`src/rtl/regs_uart_fifo.sv`:
```
// APB CSR block for the SoC UART: CTRL/STAT/IER registers plus TX and RX byte FIFOs that
// sit between the APB bus and the serial core, with overflow flags and a maskable irq.
module regs_uart_fifo #(
    parameter int         ADDR_W     = 32,
    parameter int         DATA_W     = 32,
    parameter int         FIFO_DEPTH = 8,
    parameter logic [3:0] BR_RST     = 4'hF
) (
    input  logic              clk,
    input  logic              rst_n,
    input  logic              psel,
    input  logic [ADDR_W-1:0] paddr,
    input  logic              penable,
    input  logic              pwrite,
    input  logic [DATA_W-1:0] pwdata,
    input  logic [3:0]        pstrb,
    output logic [DATA_W-1:0] prdata,
    output logic              pready,
    output logic              pslverr,
    output logic              ctrl_en_out,
    output logic [3:0]        ctrl_br_out,
    output logic [7:0]        ctrl_clk_out,
    output logic [7:0]        tx_data_out,
    output logic              tx_valid_out,
    input  logic              tx_ready_in,
    input  logic [7:0]        rx_data_in,
    input  logic              rx_valid_in,
    output logic              irq_out
);
    localparam int AW = $clog2(FIFO_DEPTH);
    localparam int PW = AW + 1;
    localparam logic [PW-1:0] FULL_CNT = PW'(FIFO_DEPTH);

    localparam logic [ADDR_W-1:0] OFF_CTRL = ADDR_W'(32'h00);
    localparam logic [ADDR_W-1:0] OFF_STAT = ADDR_W'(32'h04);
    localparam logic [ADDR_W-1:0] OFF_TXD  = ADDR_W'(32'h08);
    localparam logic [ADDR_W-1:0] OFF_RXD  = ADDR_W'(32'h0C);
    localparam logic [ADDR_W-1:0] OFF_IER  = ADDR_W'(32'h10);

    logic              en_q;
    logic [3:0]        br_q;
    logic [7:0]        clk_mhz_q;
    logic [2:0]        ier_q;
    logic              tx_ovf_q;
    logic              rx_ovf_q;
    logic              irq_q;
    logic              rd_phase_q;
    logic              rd_pop_q;
    logic [DATA_W-1:0] rd_data_q;
    logic [DATA_W-1:0] rd_mux;

    logic [7:0]    tx_mem [FIFO_DEPTH];
    logic [7:0]    rx_mem [FIFO_DEPTH];
    logic [PW-1:0] tx_wptr_q, tx_rptr_q, rx_wptr_q, rx_rptr_q;
    logic [PW-1:0] tx_cnt, rx_cnt;
    logic          tx_empty, tx_full, rx_empty, rx_full;
    logic [7:0]    rx_head;

    logic access, wr_acc, rd_first, rd_done, wr_ok;
    logic sel_ctrl, sel_stat, sel_txd, sel_rxd, sel_ier, mapped;
    logic ctrl_lo_wr, ctrl_hi_wr, stat_w1c, ier_wr;
    logic tx_flush, tx_push_req, tx_push, tx_pop, tx_ovf_set;
    logic rx_flush, rx_push_req, rx_push, rx_pop, rx_ovf_set;
    logic unused_bits;

    assign sel_ctrl = (paddr == OFF_CTRL);
    assign sel_stat = (paddr == OFF_STAT);
    assign sel_txd  = (paddr == OFF_TXD);
    assign sel_rxd  = (paddr == OFF_RXD);
    assign sel_ier  = (paddr == OFF_IER);
    assign mapped   = sel_ctrl | sel_stat | sel_txd | sel_rxd | sel_ier;

    // A read spends its first access cycle registering prdata; the second cycle completes it.
    assign access   = psel & penable;
    assign wr_acc   = access & pwrite;
    assign rd_first = access & ~pwrite & ~rd_phase_q;
    assign rd_done  = access & ~pwrite & rd_phase_q;
    assign wr_ok    = wr_acc & mapped;

    assign ctrl_lo_wr = wr_ok & sel_ctrl & pstrb[0];
    assign ctrl_hi_wr = wr_ok & sel_ctrl & pstrb[1];
    assign stat_w1c   = wr_ok & sel_stat & pstrb[0];
    assign ier_wr     = wr_ok & sel_ier & pstrb[0];
    assign tx_flush   = ctrl_lo_wr & pwdata[1];
    assign rx_flush   = ctrl_lo_wr & pwdata[2];

    assign pready  = ~rd_first;
    assign pslverr = ~mapped & (wr_acc | rd_done);
    assign prdata  = rd_done ? rd_data_q : '0;

    // tx_valid_out/tx_ready_in: a byte moves on every posedge where both are high;
    // tx_valid_out never depends on tx_ready_in and the head is stable while valid waits.
    assign tx_cnt       = tx_wptr_q - tx_rptr_q;
    assign tx_empty     = (tx_cnt == '0);
    assign tx_full      = (tx_cnt == FULL_CNT);
    assign tx_valid_out = en_q & ~tx_empty;
    assign tx_data_out  = tx_mem[tx_rptr_q[AW-1:0]];
    assign tx_pop       = tx_valid_out & tx_ready_in;
    assign tx_push_req  = wr_ok & sel_txd & pstrb[0];
    assign tx_push      = tx_push_req & (~tx_full | tx_pop);
    assign tx_ovf_set   = tx_push_req & tx_full & ~tx_pop & ~tx_flush;

    assign rx_cnt      = rx_wptr_q - rx_rptr_q;
    assign rx_empty    = (rx_cnt == '0);
    assign rx_full     = (rx_cnt == FULL_CNT);
    assign rx_head     = rx_mem[rx_rptr_q[AW-1:0]];
    assign rx_push_req = en_q & rx_valid_in;
    assign rx_pop      = rd_done & sel_rxd & rd_pop_q;
    assign rx_push     = rx_push_req & (~rx_full | rx_pop);
    assign rx_ovf_set  = rx_push_req & rx_full & ~rx_pop & ~rx_flush;

    assign ctrl_en_out  = en_q;
    assign ctrl_br_out  = br_q;
    assign ctrl_clk_out = clk_mhz_q;
    assign irq_out      = irq_q;
    assign unused_bits  = ^{pwdata, pstrb};

    always_ff @(posedge clk) begin
        if (!rst_n) begin
            tx_wptr_q <= '0;
            tx_rptr_q <= '0;
        end else if (tx_flush) begin
            tx_wptr_q <= '0;
            tx_rptr_q <= '0;
        end else begin
            if (tx_push) tx_wptr_q <= tx_wptr_q + 1'b1;
            if (tx_pop)  tx_rptr_q <= tx_rptr_q + 1'b1;
        end
    end

    always_ff @(posedge clk) begin
        if (!rst_n) begin
            rx_wptr_q <= '0;
            rx_rptr_q <= '0;
        end else if (rx_flush) begin
            rx_wptr_q <= '0;
            rx_rptr_q <= '0;
        end else begin
            if (rx_push) rx_wptr_q <= rx_wptr_q + 1'b1;
            if (rx_pop)  rx_rptr_q <= rx_rptr_q + 1'b1;
        end
    end

    always_ff @(posedge clk) begin
        if (tx_push & ~tx_flush) tx_mem[tx_wptr_q[AW-1:0]] <= pwdata[7:0];
        if (rx_push & ~rx_flush) rx_mem[rx_wptr_q[AW-1:0]] <= rx_data_in;
    end

    // Hardware overflow set outranks a W1C clear landing in the same cycle.
    always_ff @(posedge clk) begin
        if (!rst_n) begin
            en_q      <= 1'b0;
            br_q      <= BR_RST;
            clk_mhz_q <= '0;
            ier_q     <= '0;
            tx_ovf_q  <= 1'b0;
            rx_ovf_q  <= 1'b0;
            irq_q     <= 1'b0;
        end else begin
            if (ctrl_lo_wr) begin
                en_q <= pwdata[0];
                br_q <= pwdata[7:4];
            end
            if (ctrl_hi_wr) clk_mhz_q <= pwdata[15:8];
            if (ier_wr)     ier_q     <= pwdata[2:0];
            if (tx_ovf_set)                  tx_ovf_q <= 1'b1;
            else if (stat_w1c & pwdata[4])   tx_ovf_q <= 1'b0;
            if (rx_ovf_set)                  rx_ovf_q <= 1'b1;
            else if (stat_w1c & pwdata[5])   rx_ovf_q <= 1'b0;
            irq_q <= |(ier_q & {tx_ovf_q | rx_ovf_q, tx_empty, ~rx_empty});
        end
    end

    always_comb begin
        rd_mux = '0;
        if (sel_ctrl)
            rd_mux = DATA_W'({clk_mhz_q, br_q, 3'b000, en_q});
        else if (sel_stat)
            rd_mux = DATA_W'({8'(rx_cnt), 8'(tx_cnt), 2'b00, rx_ovf_q, tx_ovf_q,
                              rx_full, ~rx_empty, tx_empty, tx_full});
        else if (sel_rxd & ~rx_empty)
            rd_mux = DATA_W'(rx_head);
        else if (sel_ier)
            rd_mux = DATA_W'(ier_q);
    end

    // The RX pop decision is latched with the data so the completing cycle pops exactly once.
    always_ff @(posedge clk) begin
        if (!rst_n) begin
            rd_phase_q <= 1'b0;
            rd_pop_q   <= 1'b0;
            rd_data_q  <= '0;
        end else begin
            rd_phase_q <= rd_first;
            if (rd_first) begin
                rd_data_q <= rd_mux;
                rd_pop_q  <= sel_rxd & ~rx_empty;
            end
        end
    end
endmodule

```
`config.mk`:
```
export PLATFORM = sky130hd
export DESIGN_NAME = regs_uart_fifo
export DESIGN_NICKNAME = d
export VERILOG_FILES = /design/src/rtl/regs_uart_fifo.sv
export SDC_FILE = /design/constraint.sdc
export NUM_CORES = 1
export LEC_CHECK = 0
export BUFFER_PORTS_ARGS = -buffer_cell sky130_fd_sc_hd__buf_2
export CAP_MARGIN = 20
export CORE_ASPECT_RATIO = 1.2
export CORE_UTILIZATION = 50
export CTS_BUF_LIST = sky130_fd_sc_hd__clkbuf_8
export DETAILED_ROUTE_END_ITERATION = 6
export GPL_TIMING_DRIVEN = 0
export MAX_ROUTING_LAYER = met4
export PLACE_DENSITY = 0.69
export SYNTH_ARGS = -nofsm -noshare
export SYNTH_HDL_FRONTEND = slang
export SYNTH_SLANG_ARGS = --single-unit
```
`constraint.sdc`:
```
create_clock -name clk -period 3.97 [get_ports clk]
set_input_delay 0.397 -clock clk [delete_from_list [all_inputs] [get_ports clk]]
set_output_delay 0.397 -clock clk [all_outputs]
set_load 0.02 [all_outputs]
```
==> summary by stage <==
Logic synthesis
The most frequently used flop master after synthesis is sky130_fd_sc_hd__edfxtp_1. After synthesis the netlist holds a flip-flop and latch count of 191. The post-synthesis average cell area is ~13 um2. The cell count after synthesis came out at 626. The share of synthesized flip-flops with an asynchronous set or reset is 0%. The synthesized netlist contains slightly below 60 unique library cells. The number of enable-type register cells in the synthesized netlist is ~130. Yosys printed 0 warnings.

For this run, the register share of the synthesized area comes to about 60%. The mapped netlist covers 0.00840 mm2.

Timing
Setup violations remaining at the end of the flow were counted as 0. Setup repair after global routing left no endpoint under its margin. In this run the tightest slew margin relative to its limit is 29.0%. The clock skew is 10.2 ps. The post-layout minimum cycle time is about 3600 ps.

Across all setup checks in the final design, the least slack found is 403 ps. The maximum frequency from static timing analysis is between 200 and 300 MHz. The number of failing hold endpoints at the final stage is 0.

The max-slew violation count is 0. The slew at the pin closest to its max-slew limit is 1050 ps. The share of the clock period used by the worst path after layout is 89.9%.

Worst setup path
The required time at the endpoint of the critical path is 3570 ps. The highest-delay cell along the critical path is sky130_fd_sc_hd__nor3_1. STA puts the critical path data arrival time at 3170 ps.

Together, buffers and inverters on the worst path number 3. The largest stage delay on the critical path is 560 ps. In this design, the critical path's most frequently occurring cell is sky130_fd_sc_hd__inv_1.

The kind of launch point of the worst setup path is a register. In this run the worst path has a maximum fanout of 8. The critical path in this run is classified as reg -> out. Walking the worst path, the cells encountered are inv_1 > ha_1 > inv_1 > fa_1 > nor3_1 > and3_1 > nor2_1 > buf_2. Setup slack on the worst reg-to-reg path comes out at 410 ps.

The worst setup path is captured at an output pin. On the critical path the largest part of the delay comes from simple AND/OR/NAND/NOR gates.

Floorplanning
The y dimension of the die is around 140 um. The initial core utilization is roughly half. The die width is 120 um. The area of the core is ~0.016 mm2. The top-level I/O count is between 100 and 150. The total die area is between 0.015 and 0.02 mm2. The cell row count is 51.

Status
The run finished with clean final reports.

Placed design
The cell count after placement is 971. Before CTS, the worst setup slack after placement is 131 ps. Detailed placement finished with a half-perimeter wire length of 14,500 um. The total placed instance area is around 0.0094 mm2. Routability-driven placement finished with a final weighted congestion of between 0.8 and 0.9. The count of buffers inserted at the top-level ports is around 110.

Global route
The global-route wire length before repair is between 30,000 and 40,000 um. The maximum number of pins on one net before global-route repair is 18. The via count of the first global-routing pass was about 5,700. The number of antenna violations at the first check in global routing is 0. Across every metal layer, demand over resource in global routing totals between 20 and 25%. The final global-route overflow total is 0.

Layout
The final instance area is 0.00986 mm2. The final layout net count is 873. The number of antenna diodes in the final layout is 0. The post-route netlist has between 20% and 30% of its cells at a drive strength greater than 1. In the layout the commonest cells are 128 x sky130_fd_sc_hd__edfxtp_1, 114 x sky130_fd_sc_hd__buf_2, 63 x sky130_fd_sc_hd__dfxtp_1. The library cell used most frequently in the layout, excluding fill and tap cells, is sky130_fd_sc_hd__edfxtp_1.

Excluding fillers, the count of instances in the completed layout stands at 1,003. The synthesis-to-finish area growth is 17.5%.

Power and ir drop
The total power draw is 3.56 mW. The peak supply drop is 251 uV. Power spread over the standard cell area amounts to around 360 mW/mm2.

For this design the static power due to leakage is ~3.4 nW.

Detailed routing
For this run, design rule violations remaining after detail routing come to 0. The mean routed wirelength per cell is 19.5 um. The final routed wirelength across all metal layers is 19,600 um. The first routing iteration left around 380 violations. The first-pass detailed-route iteration total is 5.

After detailed routing, the number of vias per cell comes to between 5 and 6. The count of antenna-violating nets left after detailed routing is 0. The overall via count from detail_route is around 5,700.

Clocking
In this run, CTS created clock tree buffers numbering 17. TritonCTS built the clock tree. After clock tree synthesis, the clock-pin slew on the worst setup and hold paths is 100 ps. The post-CTS setup-driven buffer insertion count is 0. The clock tree buffer depth is 2. The clock tree synthesis step divided the H-tree into 4 levels. The clock root buffer master is sky130_fd_sc_hd__clkbuf_8. After clock tree synthesis, the repair step resized 0 gates. In this run, post-CTS hold repair placed 0 buffers.

The later pin in the worst-skew pair is clocked with a latency of 470 ps. CTS saw 191 sinks.

Min path
The worst hold path belongs to the class in -> reg.

Flow run
Max-cap violations in this run came to 0.
## kinds of logic after synthesis
group,Yosys count,synth area share (%)
other,1,0.0447
and+or+nand+nor,192,12.7
AOI/OAI and AO/OA,84,6.66
buffers and inverters,69,3.81
DFF,191,60.8
adders and majority gates,12,1.97
muxes,70,13.3
xor gates and xnor gates,7,0.730
## cells in the mapped netlist, types with 10 or more instances
cell type	number	area [um2]
sky130_fd_sc_hd__nand2_1	31	116
sky130_fd_sc_hd__nand3_1	15	75.1
sky130_fd_sc_hd__edfxtp_1	128	3840
sky130_fd_sc_hd__clkbuf_1	21	78.8
sky130_fd_sc_hd__mux2i_1	24	240
sky130_fd_sc_hd__inv_1	22	82.6
sky130_fd_sc_hd__mux2_2	14	158
sky130_fd_sc_hd__a21oi_1	23	115
sky130_fd_sc_hd__mux4_2	32	721
sky130_fd_sc_hd__a22oi_1	13	97.6
sky130_fd_sc_hd__o21ai_0	13	65.1
sky130_fd_sc_hd__nor2_1	43	161
sky130_fd_sc_hd__dfxtp_1	63	1260
sky130_fd_sc_hd__nor4_1	22	138
sky130_fd_sc_hd__buf_4	14	105
sky130_fd_sc_hd__ha_1	10	125
sky130_fd_sc_hd__and2_1	25	156
## stage by stage
stage          hold WS [ps]  util [%]  setup TNS (ps)
4_1_cts                 133      60.4               0
2_1_floorplan           427         -               0
3_5_place_dp            451      57.8               0
6_report                153      60.4               0
5_1_grt                 153      60.4               0
3_3_place_gp            446      56.5          -39400
## where the power goes
| group | internal (mW) | switching, mW | leakage (nW) |
|---|---|---|---|
| Combinational | 0.0423 | 0.0759 | 1.55 |
| Sequential | 2.12 | 0.000854 | 1.66 |
| Clock | 0.632 | 0.696 | 0.208 |
## final timing paths
check	from	to	cells after the start
worst max-delay path	tx_wptr_q[0]	tx_valid_out	8
worst min-delay path	pwdata[10]	ctrl_clk_out[2]	3
worst max register to register	tx_wptr_q[0]	tx_mem[7][5]	9
worst min register to register	rd_pop_q	rd_pop_q	2
## area by class of cell
class,count,area [um2]
fillers,1316,6470
repair buffers,122,648
inverters,22,82.6
flip-flops and latches,191,5100
well taps,212,265
clock inverters,15,188
clock buffers,17,234
plain buffers,47,238
multi-input cells,377,3100
## layer usage
metal / vias up / routed length [um] / track usage, %
li1: 2678 / - / -
met1: 2812 / 7840 / 28.7
met2: 191 / 10100 / 41.1
met3: 33 / 1090 / 4.68
met4: 0 / 519 / 9.75
met5: - / 0 / -
## registers in the layout (all words and copies together) (netlist names), named ones only
name	flops
ctrl_br_out	4
ctrl_clk_out	8
ctrl_en_out	1
ier_q	3
irq_out	1
rd_data_q	20
rd_phase_q	1
rd_pop_q	1
rx_mem	64
rx_ovf_q	1
rx_rptr_q	4
rx_wptr_q	4
tx_mem	64
tx_ovf_q	1
tx_rptr_q	4
tx_wptr_q	4
## worst min-delay path, cell delays in order
cell and delay (ps):
sky130_fd_sc_hd__buf_2 70, sky130_fd_sc_hd__mux2i_1 50, sky130_fd_sc_hd__nor2_1 70
(Power assumes the default switching activity.)
